File: src/rtl/wts_pkg.sv
// Shared constants and read-tag encoding for the wave-table RAM arbiter.
package wts_pkg;
  localparam int WTS_CH_NUM = 4;
  localparam int WTS_PTR_W  = 5;
  localparam int WTS_ADDR_W = 7;

  // Tag follows a read through the RAM pipeline. Bit 2 marks a channel
  // read, and in that case bits 1:0 hold the channel number.
  typedef logic [2:0] tag_t;
  localparam tag_t TAG_NONE = 3'd0;
  localparam tag_t TAG_CPU  = 3'd1;
  localparam tag_t TAG_CH0  = 3'd4;
  localparam tag_t TAG_CH1  = 3'd5;
  localparam tag_t TAG_CH2  = 3'd6;
  localparam tag_t TAG_CH3  = 3'd7;

  function automatic tag_t ch_tag(input logic [1:0] ch);
    return {1'b1, ch};
  endfunction
endpackage

File: src/rtl/wts_rr_sel.sv
// 4-way round-robin selector: search starts at the channel after last_gnt.
module wts_rr_sel
  import wts_pkg::*;
(
  input  logic [WTS_CH_NUM-1:0] req,
  input  logic [WTS_CH_NUM-1:0] last_gnt,
  output logic [WTS_CH_NUM-1:0] gnt
);
  logic [1:0] last_idx;
  logic [1:0] idx;

  // Encode the one-hot last grant into an index.
  always_comb begin
    last_idx = '0;
    for (int i = 0; i < WTS_CH_NUM; i++)
      if (last_gnt[i]) last_idx = 2'(i);
  end

  // Walk from farthest to nearest so the nearest requester wins.
  always_comb begin
    gnt = '0;
    idx = '0;
    for (int k = WTS_CH_NUM; k >= 1; k--) begin
      idx = last_idx + 2'(k);
      if (req[idx]) begin
        gnt      = '0;
        gnt[idx] = 1'b1;
      end
    end
  end
endmodule

File: src/rtl/wts_ram_arbiter.sv
// Wave-table RAM arbiter: CPU port vs. 4 tone-channel fetchers, one RAM
// access per clock, registered grants, 3-cycle read return with tags.
// Macro WTS_CPU_READ_EN: when defined, CPU reads access the RAM; when
// undefined, CPU reads are acked without a RAM cycle and return 8'hFF.
module wts_ram_arbiter
  import wts_pkg::*;
#(
  parameter int STARVE_LIMIT = 3
) (
  input  logic                            clk,
  input  logic                            reset,
  input  logic                            cpu_req,
  input  logic                            cpu_wr,
  input  logic [WTS_ADDR_W-1:0]           cpu_a,
  input  logic [7:0]                      cpu_d,
  output logic                            cpu_ack,
  output logic [7:0]                      cpu_q,
  output logic                            cpu_q_valid,
  input  logic [WTS_CH_NUM-1:0]           ch_req,
  input  logic [WTS_CH_NUM*WTS_PTR_W-1:0] ch_ptr,
  output logic [WTS_CH_NUM-1:0]           ch_ack,
  output logic [7:0]                      ch_sample,
  output logic [WTS_CH_NUM-1:0]           ch_valid,
  output logic                            sram_we,
  output logic [WTS_ADDR_W-1:0]           sram_a,
  output logic [7:0]                      sram_d,
  input  logic [7:0]                      sram_q
);
  logic                  cpu_req_m, ch_pend, cpu_gnt, ch_win, cpu_fake;
  logic [WTS_CH_NUM-1:0] ch_req_m, ch_gnt, last_gnt;
  logic [1:0]            gnt_ch;
  logic [WTS_PTR_W-1:0]  sel_ptr;
  logic [2:0]            starve_cnt;
  tag_t                  tag_s1, tag_s2;
  logic                  fake_s1, fake_s2;

  // A requester whose ack is showing this cycle is still holding req.
  assign cpu_req_m = cpu_req & ~cpu_ack;
  assign ch_req_m  = ch_req & ~ch_ack;
  assign ch_pend   = |ch_req_m;

`ifdef WTS_CPU_READ_EN
  assign cpu_fake = 1'b0;
`else
  // CPU reads bypass the RAM and take no slot from the channels.
  assign cpu_fake = cpu_req_m & ~cpu_wr;
`endif

  wts_rr_sel u_rr (
    .req      (ch_req_m),
    .last_gnt (last_gnt),
    .gnt      (ch_gnt)
  );

  // Priority: CPU first unless the channels have waited STARVE_LIMIT grants.
  always_comb begin
    cpu_gnt = cpu_req_m & ~cpu_fake &
              ~((starve_cnt == 3'(STARVE_LIMIT)) & ch_pend);
    ch_win  = ~cpu_gnt & ch_pend;
    gnt_ch  = '0;
    for (int i = 0; i < WTS_CH_NUM; i++)
      if (ch_gnt[i]) gnt_ch = 2'(i);
    sel_ptr = ch_ptr[gnt_ch*WTS_PTR_W +: WTS_PTR_W];
  end

  // Round-robin history and starvation counter.
  always_ff @(posedge clk) begin
    if (reset) begin
      last_gnt   <= 4'b1000;  // next search starts at ch0
      starve_cnt <= '0;
    end else begin
      if (ch_win) last_gnt <= ch_gnt;
      if (ch_win || !ch_pend) starve_cnt <= '0;
      else if (cpu_gnt)       starve_cnt <= starve_cnt + 3'd1;
    end
  end

  // Issue stage: register the granted access onto the RAM port and acks.
  always_ff @(posedge clk) begin
    if (reset) begin
      sram_we <= 1'b0;
      sram_a  <= '0;
      sram_d  <= '0;
      cpu_ack <= 1'b0;
      ch_ack  <= '0;
      tag_s1  <= TAG_NONE;
      fake_s1 <= 1'b0;
    end else begin
      sram_we <= cpu_gnt & cpu_wr;
      cpu_ack <= cpu_gnt | cpu_fake;
      ch_ack  <= ch_win ? ch_gnt : '0;
      fake_s1 <= cpu_fake;
      tag_s1  <= TAG_NONE;
      if (cpu_gnt) begin
        sram_a <= cpu_a;
        if (cpu_wr) sram_d <= cpu_d;
        else        tag_s1 <= TAG_CPU;
      end else if (ch_win) begin
        sram_a <= {gnt_ch, sel_ptr};
        tag_s1 <= ch_tag(gnt_ch);
      end
    end
  end

  // Return stage: steer registered RAM data to the tagged requester.
  always_ff @(posedge clk) begin
    if (reset) begin
      tag_s2      <= TAG_NONE;
      fake_s2     <= 1'b0;
      cpu_q       <= '0;
      cpu_q_valid <= 1'b0;
      ch_sample   <= '0;
      ch_valid    <= '0;
    end else begin
      tag_s2      <= tag_s1;
      fake_s2     <= fake_s1;
      cpu_q_valid <= 1'b0;
      ch_valid    <= '0;
      if (tag_s2 == TAG_CPU) begin
        cpu_q       <= sram_q;
        cpu_q_valid <= 1'b1;
      end else if (tag_s2[2]) begin
        ch_sample           <= sram_q;
        ch_valid[tag_s2[1:0]] <= 1'b1;
      end
      if (fake_s2) begin
        cpu_q       <= 8'hFF;
        cpu_q_valid <= 1'b1;
      end
    end
  end
endmodule
File: config.mk
export PLATFORM = sky130hd
export DESIGN_NAME = wts_ram_arbiter
export DESIGN_NICKNAME = d
export VERILOG_FILES = /design/src/rtl/wts_pkg.sv /design/src/rtl/wts_rr_sel.sv /design/src/rtl/wts_ram_arbiter.sv
export SDC_FILE = /design/constraint.sdc
export NUM_CORES = 1
export LEC_CHECK = 0
export BUFFER_PORTS_ARGS = -buffer_cell sky130_fd_sc_hd__buf_2
export CORE_MARGIN = 4
export CORE_UTILIZATION = 30
export CTS_BUF_LIST = sky130_fd_sc_hd__clkbuf_4
export DETAILED_ROUTE_END_ITERATION = 7
export PLACE_DENSITY_LB_ADDON = 0.12
export SYNTH_ARGS = -nofsm -noshare
export SYNTH_HDL_FRONTEND = slang
export SYNTH_HIERARCHICAL = 1
export SYNTH_SLANG_ARGS = --single-unit
File: constraint.sdc
create_clock -name clk -period 4.2 [get_ports clk]
set_input_delay 1.05 -clock clk [delete_from_list [all_inputs] [get_ports clk]]
set_output_delay 1.05 -clock clk [all_outputs]
set_load 0.03 [all_outputs]
Word-level counts from Yosys, hierarchy flattened --
Index checks and enable logic that the tools add are counted.
Storage, ports and cells: bits in registers 57, bits in latches 0, RAM bits 0, ROM bits 0, input port bits 51, output and inout port bits 42, word-level logic and storage cells 103, memories kept 0
Cells by class: add/subtract/negate cells 4, $mul 1, div/mod/pow operators 0, order comparisons 10, equal/unequal tests 2, shift-type cells 1, multiplexer cells 37, bitwise logic cells 18, reduce and logical (&&, ||, !) cells 15
Operators by type and width (number):
- 20-bit by 6-bit variable part select with 5-bit output | 1
- 4-bit two-way mux | 4
- 8-bit two-way mux | 2
- 2-bit by 3-bit < comparator with 1-bit output (second input constant) | 5
- 1-bit two-way mux | 14
- 7-bit two-way mux | 2
- 1-bit demux with 2-bit select | 5
- 2-bit by 1-bit >= comparator with 1-bit output (second input constant) | 5
- 1-bit binary-select mux with 2-bit select | 4
- 2-bit two-way mux | 4
- 1-bit inverter | 8
- 1-bit bitwise AND | 7
- 3-bit two-way mux | 2
- 1-bit logical AND | 5
- 2-bit by 3-bit multiplier with 5-bit output (second input constant) | 1
- 2-bit adder (second input constant) | 2
- 4-bit bitwise AND | 1
- 4-bit inverter | 1
- 2-bit AND reduction | 2
- 2-bit nonzero test | 2
- 2-bit OR reduction | 2
- 4-bit OR reduction | 1
- 3-bit by 1-bit adder with 3-bit output (second input constant) | 1
- 3-bit by 1-bit == test with 1-bit output (second input constant) | 1
- other kinds (6) | 6

Depth between registers and ports, before layout --
depth in word-level cells 18, mapped depth 14, mapped depth without buffers 13

Cells and area by module --
The synthesis kept the hierarchy.
By module, submodules not included:
- wts_ram_arbiter | instances 1, cells each 235, area an instance 2358.5 µm², seq. area each 1141.1 µm²
- wts_rr_sel | instances 1, cells each 44, area an instance 386.6 µm², seq. area each 0.0 µm²

Worst setup path before layout --
OpenSTA, ideal clock, no wires.
path kind input to register, from in ch_req[3], to reg sram_a[0], setup time 0.125 ns, data arrival time 3.217 ns, required time 4.075 ns, path slack 0.858 ns, stages on the path 11, path buffers 1, cells stage by stage nor2b_2 -> mux2_4 -> or3_4 -> a22oi_4 -> a221oi_1 -> o31ai_1 -> clkbuf_1 -> mux2i_1 -> o21ai_0 -> mux2i_1 -> o221ai_2
On the way: cells in the longest elaborated chain, start to end 14, elaborated cells on any way between the ends 27, classes of those cells 1 x mul; 1 x shift; 17 x mux; 6 x bitwise; 2 x reduce/logical
Ends and longest elaborated chain:
- start: declaration | RTL line wts_ram_arbiter.sv:19 | input logic [WTS_CH_NUM-1:0] ch_req,
- 4-bit bitwise AND (*) | RTL line wts_ram_arbiter.sv:39 | assign ch_req_m = ch_req & ~ch_ack;
- 1-bit binary-select mux with 2-bit select | RTL line wts_rr_sel.sv:25 | if (req[idx]) begin
- 1-bit two-way mux (implied by the code) | RTL line wts_rr_sel.sv:25
- 4-bit two-way mux (3 in series) | RTL line wts_rr_sel.sv:25
- 4-bit two-way mux (*) | RTL line wts_rr_sel.sv:25
- net ch_gnt[1] | RTL line wts_ram_arbiter.sv:30 | logic [WTS_CH_NUM-1:0] ch_req_m, ch_gnt, last_gnt;
- 1-bit two-way mux (*) | RTL line wts_ram_arbiter.sv:62 | if (ch_gnt[i]) gnt_ch = 2'(i);
- 2-bit two-way mux (*) (2 in series) | RTL line wts_ram_arbiter.sv:62
- 2-bit by 3-bit multiplier with 5-bit output (*) | RTL line wts_ram_arbiter.sv:63 | sel_ptr = ch_ptr[gnt_ch*WTS_PTR_W +: WTS_PTR_W];
- 20-bit by 6-bit variable part select with 5-bit output (*) | RTL line wts_ram_arbiter.sv:63
- 7-bit two-way mux (*) | RTL line wts_ram_arbiter.sv:98 | end else if (ch_win) begin
- 7-bit two-way mux (*) | RTL line wts_ram_arbiter.sv:94 | if (cpu_gnt) begin
- end signal: assignment | RTL line wts_ram_arbiter.sv:95 | sram_a <= cpu_a;
- end signal: assignment | RTL line wts_ram_arbiter.sv:99 | sram_a <= {gnt_ch, sel_ptr};
- end: declaration | RTL line wts_ram_arbiter.sv:25 | output logic [WTS_ADDR_W-1:0] sram_a,
The timed path passes the listed nets; every way through them passes the cells marked *. The select of a mux whose other input is x is not followed. A chain may end at the register's enable or synchronous reset.

Worst setup path after layout --
from reg last_gnt[2], to reg sram_a[5]
On the way: cells in the longest elaborated chain, start to end 15, elaborated cells on any way between the ends 42, classes of those cells 3 x add/sub; 8 x order compare; 27 x mux; 4 x reduce/logical
Ends and longest elaborated chain:
- start: declaration | RTL line wts_ram_arbiter.sv:30
- start signal: assignment | RTL line wts_ram_arbiter.sv:72 | if (ch_win) last_gnt <= ch_gnt;
- 2-bit two-way mux (*) (2 in series) | RTL line wts_rr_sel.sv:16 | if (last_gnt[i]) last_idx = 2'(i);
- 2-bit adder (tied with other cells) | RTL line wts_rr_sel.sv:24 | idx = last_idx + 2'(k);
- 2-bit by 3-bit < comparator with 1-bit output (implied by the code) (tied with other cells) | RTL line wts_rr_sel.sv:27 | gnt[idx] = 1'b1;
- 1-bit logical AND (implied by the code) / 1-bit two-way mux (equally long branches) | RTL line wts_rr_sel.sv:27
- 1-bit two-way mux (implied by the code) / 1-bit demux with 2-bit select (equally long branches)
- 1-bit demux with 2-bit select / 4-bit two-way mux (equally long branches)
- 4-bit two-way mux (2 in series) | RTL line wts_rr_sel.sv:25
- 4-bit two-way mux (*) | RTL line wts_rr_sel.sv:25
- net ch_gnt[1] | RTL line wts_ram_arbiter.sv:30
- 1-bit two-way mux (*) | RTL line wts_ram_arbiter.sv:62
- 2-bit two-way mux (*) (2 in series) | RTL line wts_ram_arbiter.sv:62
- 7-bit two-way mux (*) | RTL line wts_ram_arbiter.sv:98
- 7-bit two-way mux (*) | RTL line wts_ram_arbiter.sv:94
Marked as above.

==> impl_metrics.ini <==
[run_status]
status = complete, no violations

[clock_tree]
clock_tree.buffer_depth = 2
cts.reportedPaths.clkPinSlew_ns = 0.18
h-tree-depth = 2
post_cts_resized = 0
cts_made_buffers = 5
ctsHoldBuffers = 0
cts_tree = built
clock-sinks = 56
clock_latency_ns = 0.38
cts_root_buffer = clkbuf_4
cts_setup_buffers = 0

[detailed_routing]
drtAntennaViolNets = 0
dr.pass1.iters = 4
drcViolationCount = 0
vias_per_cell = 4.735
detail_route.wl_per_cell_um = 13.70
wl_um = 6507
drt_iter0_drc = 183
routed-via-count = 2249

[floorplanning]
die_area_um2 = 10620
die_y_um = 103.1
core-area_um2 = 8763
initial_core_util = 0.3094
ios = 93
rows = 34
die_w_um = 103.1

[grt]
antenna_found_initial = 0
grt_max_degree = 40
grt_pass1_wl_um = 10570
gr-total-overflow = 0
first_global_vias = 2231
grt.total_usage = 0.1247

[timing]
rsz0062_at_grt = false
layout_setup_ws_ns = 0.7213
setup_violations = 0
slew_headroom = 0.3653
fmax_ghz = 0.2875
slew_violations = 0
worst_pin_slew_ns = 0.9479
setup-tns-final_ns = 0
hold_violations = 0
min_period_ns = 3.479
fin_crit_sh = 0.8283
final.setup_skew_ns = 0.02877

[placement]
dp_cells = 467
dp_slack_ns = 0.6739
dpl.hpwl_um = 4868
place_area_um2 = 3286
routabilityCongestion = 0.8322
port_buffers = 92

[worst_setup_path]
slowest_stage = dfxtp_1
cp.arrival_ns = 3.76
critPathKind = flop to flop
cp_data_required_time_ns = 4.48
end_kind = flop
critPathTopFamily = compound AO/OA/AOI/OAI gates
r2r_slack_ns = 0.72
timing.critical_path.mode_cell = buf_4
cp-start-kind = flop
max_stage_delay_ns = 0.51
cp_cell_sequence = nor2b_4, nor2_1, buf_4, inv_1, ha_1, mux2_4, or3_4, and2_4, a221oi_1, o31ai_1, buf_4, a21oi_1, mux2i_1, a211o_1
crit_buf_inv = 3
crit_fanout = 8

[power]
pwr-share-clk = 0.121
sw_frac_of_total = 0.4383
power_leakage_uw = 0.001567
power.switching_uw = 896.5
ir_worst_vdd_uv = 302.9
total_power_uw = 2045
internal_power_uw = 1149
power_density_nw_per_um2 = 611.1
p_seq_frac = 0.334
combPwrFrac = 0.545

[worst_hold_path]
hp-class = flop to flop

[yosys]
synth.net_count = 335
netlist_area_um2 = 2711
yosys_warnings = 6
syn_area_per_cell_um2 = 9.824
synthCells = 276

[final_layout]
nFillCells = 909
layout.nets = 425
fin_area_um2 = 3347
syn_to_final_growth_pct = 23.44
drive_gt1_frac = 0.3706
seq_area_um2 = 1121
multiInputGateArea_um2 = 1464
final-instance-count-excl-fill = 475
antenna_cells = 0

[run]
cap_violations = 0
layer usage:
layer / global-route usage / vias to the layer above / wire length (µm)
met4: 0.04084 / 0 / 109
met2: 0.1944 / 79 / 2839
met5: 0 / - / 0
li1: - / 1150 / -
met1: 0.1628 / 1009 / 3008
met3: 0.04060 / 11 / 548
worst reg2reg max path, cell delays in order, from the launching register on:
cell and delay, ns:
dfxtp_1 0.51, nor2b_4 0.08, nor2_1 0.10, buf_4 0.15
inv_1 0.08, ha_1 0.38, mux2_4 0.31, or3_4 0.35
and2_4 0.18, a221oi_1 0.28, o31ai_1 0.11, buf_4 0.18
a21oi_1 0.24, mux2i_1 0.11, a211o_1 0.30
layout by cell type, fill, tap and decap left out, types with 2 or more instances in the layout:
cell      instances
nand2_1          10
nor2b_4           4
a31oi_1           2
o31ai_1           4
buf_2            92
a21oi_1           9
nor2_1           34
nor4b_1           2
a211oi_1          8
inv_1            15
clkbuf_4          6
and3b_1           2
o41ai_4           2
nor3b_1           2
o21ai_0           6
o221ai_2          5
ha_1              8
dfxtp_1          56
a211o_1           2
nand3_1          15
and2_1            3
nor2b_1          17
buf_4             6
mux2i_1          23
a221oi_1          4
a21bo_2           8
final timing paths:
check                                     to                  startpoint  cells after the start
hold reg to reg   starve_cnt[0]$_SDFFE_PP0P_  starve_cnt[0]$_SDFFE_PP0P_                      1
setup / recovery      sram_a[5]$_SDFFE_PP0P_    last_gnt[2]$_SDFFE_PP0N_                     14
setup reg to reg      sram_a[5]$_SDFFE_PP0P_    last_gnt[2]$_SDFFE_PP0N_                     14
hold / removal    starve_cnt[0]$_SDFFE_PP0P_  starve_cnt[0]$_SDFFE_PP0P_                      1
flip-flops by register name (all words and copies together), names as in the netlist:
| name | cells |
|---|---|
| tag_s2 | 3 |
| tag_s1 | 3 |
| sram_d | 8 |
| fake_s1 | 1 |
| fake_s2 | 1 |
| sram_we | 1 |
| cpu_q | 8 |
| ch_valid | 4 |
| cpu_ack | 1 |
| sram_a | 7 |
| ch_ack | 4 |
| cpu_q_valid | 1 |
| starve_cnt | 3 |
| ch_sample | 8 |
| last_gnt | 3 |
metrics by stage:
step / hold WS (ns) / util
2_1_floorplan: 0.3991 / -
4_1_cts: 0.4378 / 0.3819
5_1_grt: 0.4464 / 0.3819
3_5_place_dp: 0.4158 / 0.3749
6_report: 0.4442 / 0.3819
3_3_place_gp: 0.4108 / 0.3749
final cells by class:
class                      instances  area share
timing repair buffer              98      0.1510
multi-input combinational        189      0.4374
inverter                          16     0.01794
tap                              108     0.04037
clock buffer                       6     0.01346
clock inverter                     2    0.004860
sequential                        56      0.3350
power groups by stage:
| stage | Sequential (µW) | Combinational (µW) | Clock (µW) |
|---|---|---|---|
| after global placement | 695 | 1110 | 0 |
| after detailed placement | 694 | 1120 | 0 |
| final | 683 | 1110 | 247 |
| after floorplan | 792 | 738 | 0 |
| after global routing | 696 | 1220 | 282 |
| after CTS | 684 | 1120 | 263 |
(Power assumes the default switching activity.)
